--- config.mk ---
export PLATFORM = sky130hd
export DESIGN_NAME = rst_release_sequencer
export DESIGN_NICKNAME = d
export VERILOG_FILES = /design/src/rtl/rst_release_sequencer.sv
export SDC_FILE = /design/constraint.sdc
export NUM_CORES = 1
export LEC_CHECK = 0
export ABC_AREA = 0
export BUFFER_PORTS_ARGS = -buffer_cell sky130_fd_sc_hd__buf_2
export CAP_MARGIN = 25
export CORE_AREA = 8 8 70 72
export CTS_CLUSTER_DIAMETER = 100
export CTS_CLUSTER_SIZE = 28
export DETAILED_ROUTE_END_ITERATION = 10
export DIE_AREA = 0 0 78 80
export GPL_ROUTABILITY_DRIVEN = 0
export GPL_TIMING_DRIVEN = 0
export SLEW_MARGIN = 20
export SYNTH_ARGS = -nofsm -noshare
export SYNTH_HDL_FRONTEND = slang
export SYNTH_SLANG_ARGS = --single-unit
--- constraint.sdc ---
create_clock -name clk_i -period 5.9 [get_ports clk_i]
set_clock_uncertainty 0.2 [all_clocks]
set_input_delay 0 -clock clk_i [delete_from_list [all_inputs] [get_ports clk_i]]
set_output_delay 0 -clock clk_i [all_outputs]
set_load 0.1 [all_outputs]
--- src/rtl/rst_release_sequencer.sv ---
// rst_release_sequencer
// Reset-distribution block: synchronizes the release of the raw board reset,
// waits a guard interval, then releases N_STAGES downstream reset domains in
// index order with a fixed gap between them. A software request accepted in
// RUN re-asserts every domain for SW_PULSE cycles and replays the sequence.
// Optional build macro RST_SEQ_CAUSE_EN adds rst_cause_o (01 = hardware
// reset, 10 = software reset).
module rst_release_sequencer #(
    parameter int SYNC_STAGES = 2,
    parameter int N_STAGES    = 4,
    parameter int HOLD_CYCLES = 16,
    parameter int STAGE_GAP   = 4,
    parameter int SW_PULSE    = 8
) (
    input  logic                clk_i,
    input  logic                rst_i,
    input  logic                sw_rst_req_i,
    output logic                rst_sync_o,
    output logic [N_STAGES-1:0] stage_rst_o,
    output logic                rst_done_o,
    output logic                sw_rst_ack_o
`ifdef RST_SEQ_CAUSE_EN
    ,
    output logic [1:0]          rst_cause_o
`endif
);

    localparam int CNT_MAX_A = (HOLD_CYCLES > STAGE_GAP) ? HOLD_CYCLES : STAGE_GAP;
    localparam int CNT_MAX   = (CNT_MAX_A > SW_PULSE) ? CNT_MAX_A : SW_PULSE;
    localparam int CNT_W     = (CNT_MAX > 1) ? $clog2(CNT_MAX) : 1;
    localparam int IDX_W     = $clog2(N_STAGES + 1);

    localparam logic [CNT_W-1:0] HOLD_LAST = CNT_W'(HOLD_CYCLES - 1);
    localparam logic [CNT_W-1:0] GAP_LAST  = CNT_W'(STAGE_GAP - 1);
    localparam logic [CNT_W-1:0] SW_LAST   = CNT_W'(SW_PULSE - 1);
    localparam logic [IDX_W-1:0] IDX_LAST  = IDX_W'(N_STAGES - 1);

    typedef enum logic [1:0] {
        ST_HOLD,
        ST_RELEASE,
        ST_RUN,
        ST_SWRST
    } seqState_t;

    logic [SYNC_STAGES-1:0] r_sync;
    logic                   w_syncRst;

    seqState_t              r_state;
    seqState_t              w_stateNext;
    logic [CNT_W-1:0]       r_cnt;
    logic [CNT_W-1:0]       w_cntNext;
    logic [IDX_W-1:0]       r_idx;
    logic [IDX_W-1:0]       w_idxNext;
    logic [N_STAGES-1:0]    r_stage;
    logic [N_STAGES-1:0]    w_stageNext;
    logic                   r_done;
    logic                   w_doneNext;
    logic                   r_ack;
    logic                   w_ackNext;
`ifdef RST_SEQ_CAUSE_EN
    logic [1:0]             r_cause;
    logic [1:0]             w_causeNext;
`endif

    // Reset synchronizer: asserts with rst_i, releases after SYNC_STAGES edges
    always_ff @(posedge clk_i or posedge rst_i) begin
        if (rst_i) begin
            r_sync <= '1;
        end else begin
            r_sync <= {r_sync[SYNC_STAGES-2:0], 1'b0};
        end
    end

    assign w_syncRst = r_sync[SYNC_STAGES-1];

    // Sequencer state register; every flop returns to its reset value on rst_i
    always_ff @(posedge clk_i or posedge rst_i) begin
        if (rst_i) begin
            r_state <= ST_HOLD;
            r_cnt   <= '0;
            r_idx   <= '0;
            r_stage <= '1;
            r_done  <= 1'b0;
            r_ack   <= 1'b0;
        end else begin
            r_state <= w_stateNext;
            r_cnt   <= w_cntNext;
            r_idx   <= w_idxNext;
            r_stage <= w_stageNext;
            r_done  <= w_doneNext;
            r_ack   <= w_ackNext;
        end
    end

`ifdef RST_SEQ_CAUSE_EN
    // Reset-cause register: only a hardware reset brings it back to 01
    always_ff @(posedge clk_i or posedge rst_i) begin
        if (rst_i) begin
            r_cause <= 2'b01;
        end else begin
            r_cause <= w_causeNext;
        end
    end
`endif

    // Next-state logic: guard hold, in-order stage release, run, software pulse
    always_comb begin
        w_stateNext = r_state;
        w_cntNext   = r_cnt;
        w_idxNext   = r_idx;
        w_stageNext = r_stage;
        w_doneNext  = r_done;
        w_ackNext   = 1'b0;
`ifdef RST_SEQ_CAUSE_EN
        w_causeNext = r_cause;
`endif
        if (w_syncRst) begin
            w_stateNext = ST_HOLD;
            w_cntNext   = '0;
            w_idxNext   = '0;
            w_stageNext = '1;
            w_doneNext  = 1'b0;
        end else begin
            unique case (r_state)
                ST_HOLD: begin
                    if (r_cnt == HOLD_LAST) begin
                        w_stageNext[0] = 1'b0;
                        w_cntNext      = '0;
                        w_idxNext      = IDX_W'(1);
                        if (N_STAGES == 1) begin
                            w_stateNext = ST_RUN;
                            w_doneNext  = 1'b1;
                        end else begin
                            w_stateNext = ST_RELEASE;
                        end
                    end else begin
                        w_cntNext = r_cnt + CNT_W'(1);
                    end
                end
                ST_RELEASE: begin
                    if (r_cnt == GAP_LAST) begin
                        for (int k = 0; k < N_STAGES; k++) begin
                            if (IDX_W'(k) == r_idx) begin
                                w_stageNext[k] = 1'b0;
                            end
                        end
                        w_cntNext = '0;
                        w_idxNext = r_idx + IDX_W'(1);
                        if (r_idx == IDX_LAST) begin
                            w_stateNext = ST_RUN;
                            w_doneNext  = 1'b1;
                        end
                    end else begin
                        w_cntNext = r_cnt + CNT_W'(1);
                    end
                end
                ST_RUN: begin
                    if (sw_rst_req_i) begin
                        w_stageNext = '1;
                        w_doneNext  = 1'b0;
                        w_ackNext   = 1'b1;
                        w_cntNext   = '0;
                        w_stateNext = ST_SWRST;
`ifdef RST_SEQ_CAUSE_EN
                        w_causeNext = 2'b10;
`endif
                    end
                end
                ST_SWRST: begin
                    if (r_cnt == SW_LAST) begin
                        w_stateNext = ST_HOLD;
                        w_cntNext   = '0;
                        w_idxNext   = '0;
                    end else begin
                        w_cntNext = r_cnt + CNT_W'(1);
                    end
                end
                default: begin
                    w_stateNext = ST_HOLD;
                    w_cntNext   = '0;
                    w_idxNext   = '0;
                    w_stageNext = '1;
                    w_doneNext  = 1'b0;
                end
            endcase
        end
    end

    assign rst_sync_o   = w_syncRst;
    assign stage_rst_o  = r_stage;
    assign rst_done_o   = r_done;
    assign sw_rst_ack_o = r_ack;
`ifdef RST_SEQ_CAUSE_EN
    assign rst_cause_o  = r_cause;
`endif

endmodule
# == Word level (Yosys, flattened, before mapping) ==
# Cells that the tools add are included.
# totals
reg_bits,17
latchBits,0
ramBits,0
rom_bits,0
out_inout_bits,7
elab_cells,79
n_memories,0
# classes
n_addsub,2
mul,0
div_mod_pow,0
magnitude_cmp,0
eq_ne,19
shift,0
n_mux,36
bitwise,0
reduce_logical,12
# ops
cell,count
$mux 4,8
$ne 3x3->1 const B,9
$reduce_and 4->1,5
$pmux 4 s4,1
$mux 1,12
$mux 2,6
$mux 3,4
$reduce_and 5->1,2
$pmux 3 s3,1
$pmux 2 s4,1
$reduce_bool 4->1,2
$eq 2x3->1 const A,2
$pmux 3 s2,1
$add 4x1->4 const B,1
$eq 2x2->1 const B,2
$eq 4x2->1 const B,1
$eq 4x3->1 const B,1
$eq 4x4->1 const B,1
$add 3x1->3 const B,1
$eq 1x3->1 const A,1
$eq 3x2->1 const B,1
$logic_not 3->1,1
$pmux 1 s3,1
$reduce_bool 3->1,1
other kinds (3),3

# == Logic depth before layout (Yosys ltp) ==
# Gate-level depths: netlist (run 1).
# depth
word_depth,5
mapped_depth,7

# == Worst setup path before layout (run 1) ==
# OpenSTA, ideal clock, no wires.
# synth_path
path_type,reg2reg
from,register r_state[1]
to,register r_idx[2]
setup_time_ns,0.125
t_arrival_ns,1.854
required_time_ns,5.575
setup_slack_ns,3.721
stages_incl_launch_ff,7
synth_period_minus_slack_ns,2.179
path_cell_list,dfrtp_1 inv_1 ha_1 and4b_1 or4_4 o21ai_2 mux2_2
# synth_between
elab_chain_cells,3
# synth_lines
element,line,source
"start, declared",48,seqState_t r_state;
"start signal, assigned",86,r_state <= w_stateNext;
$eq 2x2->1 (tied with other cells),124,unique case (r_state)
$ne 3x3->1 (no source line) (tied with other cells),-,
$reduce_and 4->1 (no source line) or $mux 3 (tied branches),-,
"end signal, assigned",88,r_idx <= w_idxNext;
"end, declared",52,logic [IDX_W-1:0] r_idx;
# Several ways; a longest one is shown, not always the timed one.
# A chain may end at the register's enable or synchronous reset.

# == Final worst setup path (run 1) ==
# Same ends and word-level chain as after synthesis.

==> results of run 1 <==
[layer usage]
layer	up-vias	share of wire, %	global-route usage, %	routed length [µm]
met4	0	0.49	2.22	11
met1	423	48	9.67	1090
met2	11	48	12.0	1070
met5	-	0	0	0
li1	435	-	-	-
met3	2	3.5	2.70	78
[worst reg2reg max path, stage by stage (launching register included)]
cell,delay [ns]
dfrtp_1,0.40
inv_1,0.10
ha_1,0.26
and4b_1,0.22
or4_4,0.55
o21ai_2,0.13
mux2_2,0.37
[final timing paths]
path,to,slack (ns)
max,r_idx[2],3.57
min,r_sync[1],0.16
max reg2reg,r_idx[2],3.57
min reg2reg,r_sync[1],0.16
max in group asynchronous,rst_done_o,4.90
min in group asynchronous,r_idx[1],0.18
[stage by stage]
stage / total power [mW] / utilization [%]
6_report: 0.641 / 33.2
4_1_cts: 0.649 / 33.2
2_1_floorplan: 0.496 / -
3_5_place_dp: 0.558 / 31.5
5_1_grt: 0.684 / 33.2
3_3_place_gp: 0.546 / 31.5
[cell usage after synthesis, types with 2 or more instances]
cell	number	area share, %
inv_1	9	3.0
o21ai_0	5	2.3
nand2b_1	5	2.8
clkbuf_1	3	1.0
nor2b_1	3	1.7
or3_1	2	1.1
nand3b_1	2	1.4
mux2_2	4	4.1
nor3b_1	2	1.4
nor2_1	8	2.7
a21oi_1	3	1.4
mux2i_1	2	1.8
ha_1	10	11
nand3_1	2	0.90
dfrtp_1	11	25
or2_2	2	1.1
nor3_1	7	3.2
dfstp_2	6	14
nand2_1	3	1.0
[logic make-up (layout without fill, tap and decap cells)]
kind of cell / after synthesis / in the layout / share of synthesized area (%)
buffers and inverters: 14 / 29 / 5.53
flip-flops: 17 / 17 / 39.1
AND/OR/NAND/NOR: 44 / 44 / 23.7
AO/OA/AOI/OAI: 20 / 20 / 12.9
adder cells (fa/ha/maj): 10 / 10 / 11.3
other: 1 / 1 / 0.338
multiplexers: 7 / 7 / 7.22
[registers in the layout, indices dropped and copies added, names as in the netlist]
| signal | cells |
|---|---|
| r_sync | 2 |
| r_idx | 3 |
| r_state | 2 |
| rst_done_o | 1 |
| sw_rst_ack_o | 1 |
| r_cnt | 4 |
| stage_rst_o | 4 |
[cell type report]
class | count | area, µm² | share of cell area, %
Tap cell | 50 | 62.6 | 4.88
Sequential cell | 17 | 433 | 33.8
Inverter | 9 | 33.8 | 2.64
Multi-Input combinational cell | 82 | 614 | 47.9
Clock buffer | 4 | 45.0 | 3.52
Buffer | 5 | 27.5 | 2.15
Timing Repair Buffer | 11 | 65.1 | 5.08
[report_power, final]
group,total [mW],switching (mW),leakage [nW],internal (mW)
clock,0.0863,0.0384,0.0228,0.0479
combinational,0.363,0.255,0.327,0.108
sequential,0.191,0.0279,0.209,0.164
total,0.641,0.321,0.559,0.320
[what timing repair did]
action / in CTS / in global routing
hold buffers: 2 / 0
setup buffers: 0 / 0
hold endpoints to repair: 16 / 0
==> flow_summary.json, run 1 <==
{
  "status": "complete, no violations",
  "syn_nets": 126,
  "dp_hpwl_um": 1710,
  "cts_resized": 0,
  "timing.slew.headroom_pct": 53.7,
  "setup_viol": 0,
  "place.port_buffers": 9,
  "placed_cell_area_um2": 1220,
  "worstPathRequired_ns": 5.83,
  "yosysUniqueCellTypes": 43,
  "wirelength_um": 2250,
  "crit_buf_inv": 1,
  "clock-root-buffer": "clkbuf_8",
  "dieArea_um2": 6240,
  "startpoint_type": "flop",
  "synth_ff_type": "dfrtp_1",
  "post-place-cells": 172,
  "drtPass1Iterations": 4,
  "cp_slowest_stage_delay_ns": 0.55,
  "htreeDepth": 1,
  "clock_sinks": 17,
  "ys_seq_area_share_pct": 39.1,
  "syn_avg_cell_area_um2": 9.81,
  "grt_use_total_pct": 7.67,
  "antennaDiodeCount": 0,
  "drcViolationCount": 0,
  "vias_per_cell": 4.89,
  "antenna_found_initial": 0,
  "tns_ns": 0,
  "synthCells": 113,
  "synth_seq_cells": 17,
  "period_needed_ns": 2.33,
  "final_common_cell": "dfrtp_1",
  "r2r-start": "r_state[1]",
  "ant_nets": 0,
  "die_y_um": 80,
  "synthArstFlopShare_pct": 100,
  "rows": 23,
  "design_area_um2": 1280,
  "wire_per_inst_um": 12.6,
  "cp-end-kind": "flop",
  "start_util_pct": 28.7,
  "worstSetupPathType": "reg2reg",
  "crit_slowest_cell": "or4_4",
  "cp_top_family": "simple AND/OR/NAND/NOR gates",
  "pwr_density_cell_nw_per_um2": 500,
  "netlist_area_um2": 1110,
  "hold_class": "reg2reg",
  "cp.depth": 6,
  "ctsLongestPathBuffers": 2,
  "layout-drive-gt1-share_pct": 22.7,
  "max_cap_viol_count": 0,
  "crit_chain": "inv_1 > ha_1 > and4b_1 > or4_4 > o21ai_2 > mux2_2",
  "setup_ws_ns": 3.57,
  "clock_latency_ns": 0.25,
  "finalNonFillerCells": 178,
  "p_leak_nw": 0.559,
  "hold_violations": 0,
  "grt_pass1_wl_um": 3930,
  "cts_tree": "yes",
  "crit_path_max_fanout": 6,
  "vias": 871,
  "layout_common_cells": "11 x dfrtp_1, 10 x buf_2, 10 x ha_1, 9 x inv_1, 8 x nor2_1",
  "first_global_vias": 848,
  "clkTransAtPathRegs_ns": 0.06,
  "arrival_ns": 2.27,
  "pre_cts_ws_ns": 3.57,
  "numCtsBuffers": 3,
  "area_growth_pct": 15.6,
  "pin_count": 10,
  "die_w_um": 78,
  "rsz0062_at_grt": "false",
  "finalMaxSlewViolations": 0,
  "whs_ns": 0.156,
  "tightest_slew_ns": 0.692,
  "grt_max_degree": 18,
  "min_period_over_period_pct": 39.5,
  "core_region_area_um2": 3860,
  "fmax_mhz": 429,
  "synth_edf_count": 0,
  "yosysWarnings": 0,
  "overflow": 0,
  "r2r_cells": 6,
  "worst_ir_drop_vdd_v": 0.000172,
  "startpoint": "r_state[1]",
  "drt_iter0_drc": 57,
  "fillCellCount": 412,
  "nets": 142,
  "hold_start": "r_sync[0]",
  "min_path_cells": 0
}
Note: power is estimated with default switching activity, not from simulation.
==> inputs of run 2 (changes only) <==
==> constraint.sdc (replaced) <==
create_clock -name clk_i -period 2.15 [get_ports clk_i]
set_clock_uncertainty 0.2 [all_clocks]
set_input_delay 0 -clock clk_i [delete_from_list [all_inputs] [get_ports clk_i]]
set_output_delay 0 -clock clk_i [all_outputs]
set_load 0.1 [all_outputs]
==> flow_summary.json, run 2 (synthesized netlist as in run 1, its figures left out) <==
{
  "crit_path_max_fanout": 7,
  "dr_wl_met2_um": 1230,
  "htreeDepth": 1,
  "drt_iter0_drc": 37,
  "clkTransAtPathRegs_ns": 0.08,
  "rows": 23,
  "design_area_um2": 1390,
  "cts_tree": "yes",
  "multiInputGateArea_um2": 679,
  "setup_viol": 0,
  "worstPathRequired_ns": 2.09,
  "r2r_end": "r_state[0]",
  "wire_per_inst_um": 14.0,
  "clock-root-buffer": "clkbuf_8",
  "ctsLongestPathBuffers": 2,
  "area_growth_pct": 25.2,
  "clock_latency_ns": 0.26,
  "worstSetupPathType": "reg2reg",
  "finalMaxSlewViolations": 0,
  "antenna_found_initial": 0,
  "r2r_cells": 6,
  "pwr_density_cell_nw_per_um2": 1400,
  "die_y_um": 80,
  "hold_class": "reg2reg",
  "grt_use_total_pct": 8.04,
  "crit_buf_inv": 1,
  "r2r-start": "r_state[0]",
  "drtPass1Iterations": 4,
  "dieArea_um2": 6240,
  "whs_ns": 0.163,
  "cp_slowest_stage_delay_ns": 0.56,
  "arrival_ns": 2.08,
  "min_period_over_period_pct": 99.4,
  "antennaDiodeCount": 0,
  "final_util_pct": 36.0,
  "crit_slowest_cell": "or4_4",
  "tightest_slew_ns": 0.648,
  "p_int_mw": 0.970,
  "cp_top_family": "simple AND/OR/NAND/NOR gates",
  "die_w_um": 78,
  "worst_ir_drop_vdd_v": 0.00103,
  "nets": 146,
  "place.port_buffers": 9,
  "rsz0062_at_grt": "true",
  "ant_nets": 0,
  "sw_frac_of_total_pct": 49.9,
  "p_switching_mw": 0.968,
  "route.met3.wl_um": 111,
  "wirelength_um": 2550,
  "max_cap_viol_count": 0,
  "startpoint": "r_state[0]",
  "core_region_area_um2": 3860,
  "crit_chain": "inv_2 > ha_4 > nor2_1 > or4_4 > o21a_1 > mux2_4",
  "grt_max_degree": 18,
  "cp-end-kind": "flop",
  "power.share.clock_pct": 13.1,
  "tns_ns": 0,
  "r2r_slack_ns": 0.01,
  "first_global_vias": 876,
  "vias_per_cell": 5.19,
  "hold_violations": 0,
  "cp.depth": 6,
  "timing.slew.headroom_pct": 56.8,
  "numCtsBuffers": 3,
  "wl_met1_um": 1170,
  "clock_sinks": 17,
  "p_leak_nw": 0.589,
  "drcViolationCount": 0,
  "startpoint_type": "flop",
  "fillCellCount": 411,
  "start_util_pct": 28.7,
  "sequentialPowerShare_pct": 27.6,
  "placed_cell_area_um2": 1230,
  "overflow": 0,
  "dp_hpwl_um": 1800,
  "vias": 944,
  "highest_layer": "met4",
  "fmax_mhz": 468,
  "status": "complete, no violations",
  "p_comb_share_pct": 59.4,
  "register_area_um2": 438,
  "endpoint": "r_state[0]",
  "pin_count": 10,
  "layout-drive-gt1-share_pct": 35.6,
  "layout_common_cells": "10 x buf_2, 10 x dfrtp_1, 8 x nor2_1, 7 x inv_1",
  "period_needed_ns": 2.14,
  "grt_pass1_wl_um": 4010
}
[run 2: cell types whose count changed in the layout (fill, tap and decap cells not counted), sizes merged]
cell | before | now
buf | 11 | 15
clkbuf | 7 | 6
clkinvlp | 0 | 1
[run 2: power by group through the flow]
stage          registers (mW)  clock network (mW)  logic (mW)
5_1_grt                 0.548               0.275        1.23
2_1_floorplan           0.894                   0       0.482
3_5_place_dp            0.529                   0        1.03
3_3_place_gp            0.523                   0       0.996
4_1_cts                 0.534               0.256        1.09
6_report                0.534               0.253        1.15
[run 2: metal layers]
metal	vias to the layer above	track usage, %
met3	8	2.93
li1	443	-
met2	30	13.4
met4	0	3.15
met5	-	0
met1	463	9.22
[run 2: through the flow]
stage          cells  worst slack [ns]  power [mW]
3_5_place_dp     172            -0.137        1.56
5_1_grt          182           -0.0213        2.05
6_report         182            0.0124        1.94
4_1_cts          179           0.00726        1.88
3_3_place_gp     172            -0.103        1.52
2_1_floorplan    113          -0.00862        1.38
[run 2: final cells by class]
type                       instances  share of cell area, %
buffer                             5                   2.16
clock inverter                     1                  0.541
tap                               50                   4.51
multi-input combinational         82                   49.0
timing repair buffer              15                   6.85
inverter                           9                   2.43
clock buffer                       3                   2.98
sequential                        17                   31.6
[run 2: how the worst min path moves through the flow]
stage               from         end  slack, ns  depth (start not counted)
3_3_place_gp       rst_i  rst_done_o      -0.09                          2
4_1_cts        r_sync[0]   r_sync[1]       0.16                          0
5_1_grt        r_sync[0]   r_sync[1]       0.17                          0
2_1_floorplan      rst_i    r_cnt[0]      -0.28                          1
6_report       r_sync[0]   r_sync[1]       0.16                          0
3_5_place_dp       rst_i  rst_done_o      -0.08                          2
[run 2: worst register-to-register path, cell delays in order (launching register included)]
cell     delay [ns]
dfrtp_2        0.46
inv_2          0.10
ha_4           0.19
nor2_1         0.05
or4_4          0.56
o21a_1         0.17
mux2_4         0.30
[run 2: timing repair]
item / CTS / global route
pin swaps: 1 / 1
setup buffers: 1 / 3
endpoints found under the hold margin: 18 / 0
setup endpoints to repair: 7 / 5
gates resized for setup: 10 / 6
hold buffers: 2 / 0
